<file path="config.mk">
export PLATFORM = sky130hd
export DESIGN_NAME = fetch_queue_unit
export DESIGN_NICKNAME = d
export VERILOG_FILES = /design/src/rtl/fetch_queue_unit.sv
export SDC_FILE = /design/constraint.sdc
export NUM_CORES = 1
export LEC_CHECK = 0
export CORE_MARGIN = 2
export CORE_UTILIZATION = 45
export DETAILED_ROUTE_END_ITERATION = 10
export PLACE_DENSITY = 0.69
export SLEW_MARGIN = 20
export SYNTH_ARGS = -nofsm -noshare
export SYNTH_HDL_FRONTEND = slang
export SYNTH_SLANG_ARGS = --single-unit
</file>
<file path="constraint.sdc">
create_clock -name f_clk -period 3.7 [get_ports f_clk]
set_clock_uncertainty 0.15 [all_clocks]
set_input_delay 0.555 -clock f_clk [delete_from_list [all_inputs] [get_ports f_clk]]
set_output_delay 0.555 -clock f_clk [all_outputs]
set_load 0.005 [all_outputs]
</file>
<file path="src/rtl/fetch_queue_unit.sv">
// fetch_queue_unit: instruction fetch stage with a DEPTH-entry FIFO toward decode.
//
// Drives imem_addr from the pc register and captures the combinationally read
// word imem_rdata. Each fetched word is stored with its PC in a FIFO. The FIFO
// presents its head to decode through a valid/ready handshake.
//
// Control:
//   start  - load start_addr, flush the queue, enter RUN (any state)
//   taken  - in RUN: redirect to target and flush the queue
//   halt   - in RUN: stop fetching. Already queued entries keep draining.
// Priority within a cycle: reset > start > taken > halt > normal fetch.
//
// Ports:
//   f_clk, f_rst_n        clock, synchronous active-low reset
//   start, start_addr     program entry
//   taken, target         branch redirect
//   halt                  stop fetching
//   imem_addr, imem_rdata instruction memory interface (imem_addr == pc)
//   out_valid/out_ready   head handshake toward decode
//   out_instr, out_pc     head contents
//   running               state == RUN
//   q_count               current queue occupancy
//
// Optional feature macro: FETCH_STATS_EN adds saturating 16-bit counters
// fetch_cnt (pushes) and flush_cnt (flushes that discard at least one entry).
module fetch_queue_unit #(
  parameter int unsigned PC_W    = 8,
  parameter int unsigned INSTR_W = 9,
  parameter int unsigned DEPTH   = 4
) (
  input  logic                     f_clk,
  input  logic                     f_rst_n,
  input  logic                     start,
  input  logic [PC_W-1:0]          start_addr,
  input  logic                     taken,
  input  logic [PC_W-1:0]          target,
  input  logic                     halt,
  output logic [PC_W-1:0]          imem_addr,
  input  logic [INSTR_W-1:0]       imem_rdata,
  output logic                     out_valid,
  input  logic                     out_ready,
  output logic [INSTR_W-1:0]       out_instr,
  output logic [PC_W-1:0]          out_pc,
  output logic                     running,
  output logic [$clog2(DEPTH):0]   q_count
`ifdef FETCH_STATS_EN
  ,
  output logic [15:0]              fetch_cnt,
  output logic [15:0]              flush_cnt
`endif
);

  localparam int unsigned PtrW = $clog2(DEPTH);
  localparam int unsigned CntW = PtrW + 1;

  typedef enum logic [1:0] {StIdle, StRun, StHalted} state_e;

  state_e              state_q, state_d;
  logic [PC_W-1:0]     pc_q, pc_d;
  logic [PtrW-1:0]     rd_ptr_q, rd_ptr_d;
  logic [PtrW-1:0]     wr_ptr_q, wr_ptr_d;
  logic [CntW-1:0]     count_q, count_d;
  logic [INSTR_W-1:0]  instr_buf_q [DEPTH];
  logic [PC_W-1:0]     pc_buf_q    [DEPTH];

  logic pop, push, flush, full;

  assign pop  = (count_q != '0) && out_ready;
  assign full = (count_q == CntW'(DEPTH));

  // Next state and pc. push also covers the full-and-popping case, because the
  // pop frees the slot in the same edge.
  always_comb begin
    state_d = state_q;
    pc_d    = pc_q;
    flush   = 1'b0;
    push    = 1'b0;
    if (start) begin
      state_d = StRun;
      pc_d    = start_addr;
      flush   = 1'b1;
    end else if (state_q == StRun) begin
      if (taken) begin
        pc_d  = target;
        flush = 1'b1;
      end else if (halt) begin
        state_d = StHalted;
      end else if (!full || pop) begin
        push = 1'b1;
        pc_d = pc_q + PC_W'(1);
      end
    end
  end

  // Queue pointers and occupancy. A flush discards everything, including an
  // entry that decode accepts in the same cycle.
  always_comb begin
    rd_ptr_d = rd_ptr_q;
    wr_ptr_d = wr_ptr_q;
    count_d  = count_q;
    if (flush) begin
      rd_ptr_d = '0;
      wr_ptr_d = '0;
      count_d  = '0;
    end else begin
      if (push) wr_ptr_d = wr_ptr_q + PtrW'(1);
      if (pop)  rd_ptr_d = rd_ptr_q + PtrW'(1);
      count_d = count_q + CntW'(push) - CntW'(pop);
    end
  end

  always_ff @(posedge f_clk) begin
    if (!f_rst_n) begin
      state_q  <= StIdle;
      pc_q     <= '0;
      rd_ptr_q <= '0;
      wr_ptr_q <= '0;
      count_q  <= '0;
    end else begin
      state_q  <= state_d;
      pc_q     <= pc_d;
      rd_ptr_q <= rd_ptr_d;
      wr_ptr_q <= wr_ptr_d;
      count_q  <= count_d;
    end
  end

  // Payload storage needs no reset. Occupancy alone decides validity.
  always_ff @(posedge f_clk) begin
    if (f_rst_n && push) begin
      instr_buf_q[wr_ptr_q] <= imem_rdata;
      pc_buf_q[wr_ptr_q]    <= pc_q;
    end
  end

  assign imem_addr = pc_q;
  assign out_valid = (count_q != '0);
  assign out_instr = instr_buf_q[rd_ptr_q];
  assign out_pc    = pc_buf_q[rd_ptr_q];
  assign running   = (state_q == StRun);
  assign q_count   = count_q;

`ifdef FETCH_STATS_EN
  logic [15:0] fetch_cnt_q, flush_cnt_q;
  logic        discard;

  // An entry accepted by decode during the flush cycle counts as consumed.
  assign discard = flush && ((count_q - CntW'(pop)) != '0);

  always_ff @(posedge f_clk) begin
    if (!f_rst_n) begin
      fetch_cnt_q <= '0;
      flush_cnt_q <= '0;
    end else begin
      if (push && (fetch_cnt_q != 16'hFFFF))    fetch_cnt_q <= fetch_cnt_q + 16'd1;
      if (discard && (flush_cnt_q != 16'hFFFF)) flush_cnt_q <= flush_cnt_q + 16'd1;
    end
  end

  assign fetch_cnt = fetch_cnt_q;
  assign flush_cnt = flush_cnt_q;
`endif

endmodule

</file>
==> results of run 1 <==
cells in the mapped netlist, types with 2 or more instances:
master | instances | share of area, %
edfxtp_1 | 68 | 57
dfxtp_1 | 19 | 11
mux4_2 | 17 | 11
nand2_1 | 16 | 1.7
nor2_1 | 10 | 1.0
ha_1 | 7 | 2.4
o21ai_0 | 7 | 0.98
inv_1 | 6 | 0.63
and3_1 | 5 | 0.87
clkbuf_1 | 5 | 0.52
nand3_1 | 5 | 0.70
xnor2_1 | 5 | 1.2
a21oi_1 | 4 | 0.56
nand4_1 | 4 | 0.70
o311ai_0 | 4 | 0.98
a31oi_1 | 3 | 0.52
buf_2 | 3 | 0.42
mux2i_1 | 3 | 0.84
o41ai_1 | 3 | 0.73
nand2b_1 | 2 | 0.35
nor2b_1 | 2 | 0.35
nor3_1 | 2 | 0.28
o21ai_1 | 2 | 0.28
xor2_1 | 2 | 0.49
worst max path at each step:
stage | end | slack, ps | depth (start not counted)
6_report | q_count[2] | 680 | 12
3_3_place_gp | q_count[2] | 390 | 12
3_5_place_dp | q_count[2] | 310 | 12
2_1_floorplan | q_count[2] | 970 | 11
5_1_grt | q_count[2] | 530 | 12
4_1_cts | q_count[2] | 680 | 12
cells by family after synthesis:
kind of cell | after synthesis | share of synthesized area [%]
DFF | 87 | 67.4
and+or+nand+nor | 55 | 8.64
AOI/OAI and AO/OA | 31 | 6.06
muxes | 20 | 11.5
buffers and inverters | 15 | 1.67
adders and majority gates | 8 | 3.00
xor gates and xnor gates | 7 | 1.71
per-layer routing:
metal / global-route usage [%] / share of wire, % / vias up
met5: 0 / 0 / -
met4: 5.15 / 1.0 / 0
li1: - / - / 1012
met3: 4.67 / 4.9 / 6
met1: 21.4 / 47 / 1024
met2: 25.5 / 47 / 64
final cells by class:
cell class | instances | area [um^2] | area share [%]
clock inverter | 2 | 12.5 | 0.277
inverter | 6 | 22.5 | 0.499
sequential | 87 | 2420 | 53.7
tap | 102 | 128 | 2.83
clock buffer | 14 | 174 | 3.85
multi-input combinational | 121 | 1110 | 24.6
timing repair buffer | 66 | 646 | 14.3
flip-flops by register name, summed over array words and instances (netlist names), named ones only:
register and cells:
instr_buf_q 36, pc_buf_q 32, imem_addr 8, q_count 3, rd_ptr_q 2, state_q 2, wr_ptr_q 2
layout by cell type (no fill, tap or decap), types with 2 or more instances in the layout:
master and n:
a21oi_1 4, a31oi_1 3, and3_1 5, buf_4 6, clkbuf_1 3, clkbuf_8 10
clkdlybuf4s50_1 60, dfxtp_1 19, edfxtp_1 68, ha_1 7, inv_1 6, mux2i_1 3
mux4_2 17, nand2_1 16, nand2b_1 2, nand3_1 5, nand4_1 4, nor2_1 10
nor2b_1 2, nor3_1 2, o21ai_0 7, o21ai_1 2, o311ai_0 4, o41ai_1 3
xnor2_1 5, xor2_1 2
stage by stage:
stage,instances,power (mW),area (um^2)
after detailed placement,382,1.22,4330
final,398,1.81,4510
after global placement,382,1.22,4330
after floorplan,223,1.15,3590
after global routing,398,1.88,4510
after CTS,398,1.83,4510
worst max-delay path, stage by stage:
cell and delay, ps:
clkdlybuf4s50_1 470, or3b_1 440, nor3_4 270, nand2_1 100
ha_1 300, inv_1 60, ha_1 140, inv_1 50
fa_1 370, xor2_1 160, xnor2_1 150, nor2_1 60
power breakdown:
group          leakage, nW  switching, mW  internal (mW)
Clock               0.0918          0.307          0.303
Combinational        0.621         0.0472         0.0662
Sequential           0.771         0.0207           1.06
==> impl_metrics.tcl, run 1 <==
set metrics [dict create \
    status "complete, no violations" \
    ctsResizeCount 0 \
    wirelength_um 6520 \
    wire_length_of_the_first_global_routing_pass_um 10500 \
    drv_cap 0 \
    remaining_drc_errors 0 \
    post_cts_hold_buffer_count 0 \
    post_synth_num_cell_types 43 \
    worst_setup_slack_after_layout_ps 675 \
    static_leakage_power_nw 1.48 \
    final.period_utilization_pct 81.7 \
    synth_cells 223 \
    cts_inserted_buffers 9 \
    worst_ep_required_time_ps 3780 \
    launching_point_of_the_worst_reg2reg_path "state_q[0]" \
    die-area_um2 8710 \
    final_layout_size_suffix_gt1_share_pct 14.2 \
    detail_route.vias_per_cell 5.29 \
    grt.total_usage_pct 16.1 \
    fmax_mhz 331 \
    initialDrtViolationCount 70 \
    rsz0062_at_grt "no" \
    worstSetupEndpointType "flop" \
    drv_slew 0 \
    net_total_in_the_final_layout 330 \
    ys_async_sr_fraction_pct 0 \
    timing.reg2reg.worst_path_depth 11 \
    num_vias 2106 \
    yosysSeqAreaShare_pct 67.4 \
    detailed_place_hpwl_um 4280 \
    cts.clk_slew.worst_paths_ps 80 \
    place_ws_ps 309 \
    critical_path.startpoint_type "input pin" \
    ctsRootBufferMaster "clkbuf_8" \
    starting_density_of_the_core_pct 46.5 \
    grt_pass1_vias 2156 \
    finalSetupTns_ps 0 \
    class_of_the_most_critical_hold_timing_path "reg -> reg" \
    cts-root-to-sink-buffers 2 \
    final_weighted_congestion_in_routability_driven_placement 0.777 \
    startpoint "halt" \
    finalHoldViolations 0 \
    worst_r2r_endpoint "q_count[2]" \
    worst_slew_margin_rel_pct 47.8 \
    min-delay-start "rd_ptr_q[1]" \
    area.growth.synth_to_final_pct 25.7 \
    final-setup-viol-count 0 \
    synthesis.area_um2 3590 \
    core_area_um2 7730 \
    grt_overflow 0 \
    worstSkewPairLatency_ps 340 \
    placement_rows 32 \
    number_of_flip_flops_and_latches_in_the_synthesized_netlist 87 \
    chipWidth_um 93.3 \
    fillCellCount 619 \
    ff2ff_setup_slack_ps 920 \
    syn_avg_cell_area_um2 16.1 \
    number_of_nets_produced_by_synthesis 262 \
    clock_tree_from_tritoncts "yes" \
    ant_nets 0 \
    power.density_cell_area_nw_per_um2 401 \
    wl_per_cell_um 16.4 \
    hold-worst-slack_ps 393 \
    grt_max_degree 20 \
    port_buffers 60 \
    ioPinCount 61 \
    clock_sinks 87 \
    finalCriticalPeriod_ps 3020 \
    cp_data_arrival_time_ps 3110 \
    htreeDepth 3 \
    firstDrtPassIters 4 \
    synth_warn 0 \
    synth_edf_count 68 \
    critPathMaxFanout 7 \
    die_y_um 93.3 \
    final_core_utilization_pct 58.4 \
    worst_pin_slew_ps 783 \
    timing_worst_setup_path_type "in -> reg" \
    insertedDiodeCount 0 \
    yosys_most_used_dff "edfxtp_1" \
    hold_depth 2 \
    worst_vdd_rail_ir_drop_v 0.000193 \
    postCtsSetupRepairBufs 0 \
    grt_antenna_before_repair 0 \
]
No activity file was read; power rests on OpenSTA's default activity.
==> run 2: changes to the inputs <==
PLACE_DENSITY = 0.72   (was 0.69)
clock period = 2.5 ns   (was 3.7 ns; I/O delays follow)
==> impl_metrics.tcl, run 2 (synthesis gave the netlist of run 1 again) <==
set metrics [dict create \
    status "complete, no violations" \
    final-setup-viol-count 0 \
    finalInstanceArea_um2 4720 \
    ff2ff_setup_slack_ps 150 \
    critPathMaxFanout 8 \
    worst_r2r_endpoint "q_count[2]" \
    timing_worst_setup_path_type "reg -> out" \
    final_weighted_congestion_in_routability_driven_placement 0.821 \
    htreeDepth 3 \
    ctsRootBufferMaster "clkbuf_8" \
    num_vias 2197 \
    ant_nets 0 \
    drv_cap 0 \
    clock_tree_from_tritoncts "yes" \
    worstSkewPairLatency_ps 340 \
    worstSetupEndpointType "output port" \
    area.growth.synth_to_final_pct 31.3 \
    top_register "instr_buf_q" \
    finalCriticalPeriod_ps 2400 \
    rsz0062_at_grt "no" \
    port_buffers 60 \
    wirelength_um 6880 \
    ioPinCount 61 \
    initialDrtViolationCount 102 \
    grt_max_degree 20 \
    placement_rows 32 \
    most_common_cell_after_layout_fill_and_taps_aside "edfxtp_1" \
    core_area_um2 7730 \
    cts-root-to-sink-buffers 2 \
    worst_pin_slew_ps 421 \
    chipWidth_um 93.3 \
    grt_overflow 0 \
    finalHoldViolations 0 \
    firstDrtPassIters 4 \
    most-common-layout-cells "68 x edfxtp_1, 59 x clkdlybuf4s50_1, 18 x buf_4" \
    wl_per_cell_um 16.6 \
    largest_reg_flops 36 \
    worst_ep_required_time_ps 1980 \
    insertedDiodeCount 0 \
    remaining_drc_errors 0 \
    timing.reg2reg.worst_path_depth 11 \
    starting_density_of_the_core_pct 46.5 \
    clock_sinks 87 \
    cp_data_arrival_time_ps 1870 \
    drv_slew 0 \
    critical_path.startpoint_type "flop" \
    static_leakage_power_nw 1.59 \
    fmax_mhz 417 \
    worst_vdd_rail_ir_drop_v 0.000345 \
    postPlaceCellArea_um2 4500 \
    net_total_in_the_final_layout 347 \
    final.period_utilization_pct 95.9 \
    power.density_cell_area_nw_per_um2 557 \
    class_of_the_most_critical_hold_timing_path "in -> reg" \
    grt_antenna_before_repair 0 \
    cts_inserted_buffers 9 \
    launching_point_of_the_worst_reg2reg_path "state_q[0]" \
    critPathCapture "out_pc[7]" \
    fin_total_pwr_mw 2.63 \
    grt_pass1_vias 2308 \
    worst_slew_margin_rel_pct 71.9 \
    die-area_um2 8710 \
    wire_length_of_the_first_global_routing_pass_um 10900 \
    cts.clk_slew.worst_paths_ps 80 \
    detailed_place_hpwl_um 4510 \
    detail_route.vias_per_cell 5.29 \
    die_y_um 93.3 \
    final_layout_size_suffix_gt1_share_pct 20.8 \
    post_cts_hold_buffer_count 0 \
    grt.total_usage_pct 16.6 \
]
-- run 2: cell types whose count changed in the layout (fill, tap and decap cells not counted), sizes merged --
cell | before | now
clkinvlp | 1 | 3
inv | 6 | 7
clkdlybuf4s50 | 60 | 59
buf | 6 | 22
dlymetal6s2s | 0 | 1
clkinv | 1 | 3
clkbuf | 14 | 10
-- run 2: layer usage --
metal	vias up	share of wire, %	GRT usage [%]
li1	1053	-	-
met1	1058	46	22.2
met2	74	47	26.7
met3	12	5.1	3.30
met4	0	1.8	6.62
met5	-	0	0
-- run 2: power breakdown --
part,switching (mW),internal (mW)
clock network,0.480,0.360
logic,0.0758,0.109
registers,0.0295,1.57
-- run 2: repair_timing --
item | CTS | global route
setup buffers | 1 | 0
gates cloned | 0 | 1
resized for setup | 0 | 4
pin swaps | 1 | 2
setup endpoints to repair | 1 | 11
-- run 2: worst min path at each step --
| stage | start | end | slack, ps | cells past startpoint |
|---|---|---|---|---|
| floorplan | imem_rdata[0] | instr_buf_q[0][0] | 320 | 0 |
| global placement | rd_ptr_q[1] | rd_ptr_q[1] | 360 | 2 |
| detailed placement | rd_ptr_q[1] | flop | 360 | 2 |
| CTS | rd_ptr_q[1] | rd_ptr_q[1] | 390 | 2 |
| global route | halt | state_q[1] | 350 | 4 |
| finish | halt | state_q[1] | 300 | 4 |
-- run 2: area by class of cell --
class                           instances  area [um^2]
Clock buffer                            9          124
Clock inverter                          7         48.8
Fill cell                             599         3010
Inverter                                6         22.5
Multi-Input combinational cell        121         1120
Sequential cell                        87         2430
Tap cell                              102          128
Timing Repair Buffer                   83          843
-- run 2: critical path: stages (launching register included) --
cell             delay, ps
dfxtp_4                390
clkbuf_16              170
mux4_2                 510
clkdlybuf4s50_1        460
-- run 2: stage by stage --
stage / util, % / hold slack, ps / std cells / setup TNS (ps) / setup slack (ps)
global route: 61.0 / 355 / 415 / 0 / 27.3
detailed placement: 58.2 / 364 / 397 / -745 / -435
floorplan: - / 324 / 223 / -34.6 / -34.6
global placement: 58.2 / 358 / 397 / -643 / -386
finish: 61.0 / 303 / 415 / 0 / 102
CTS: 60.5 / 395 / 414 / 0 / 11.1
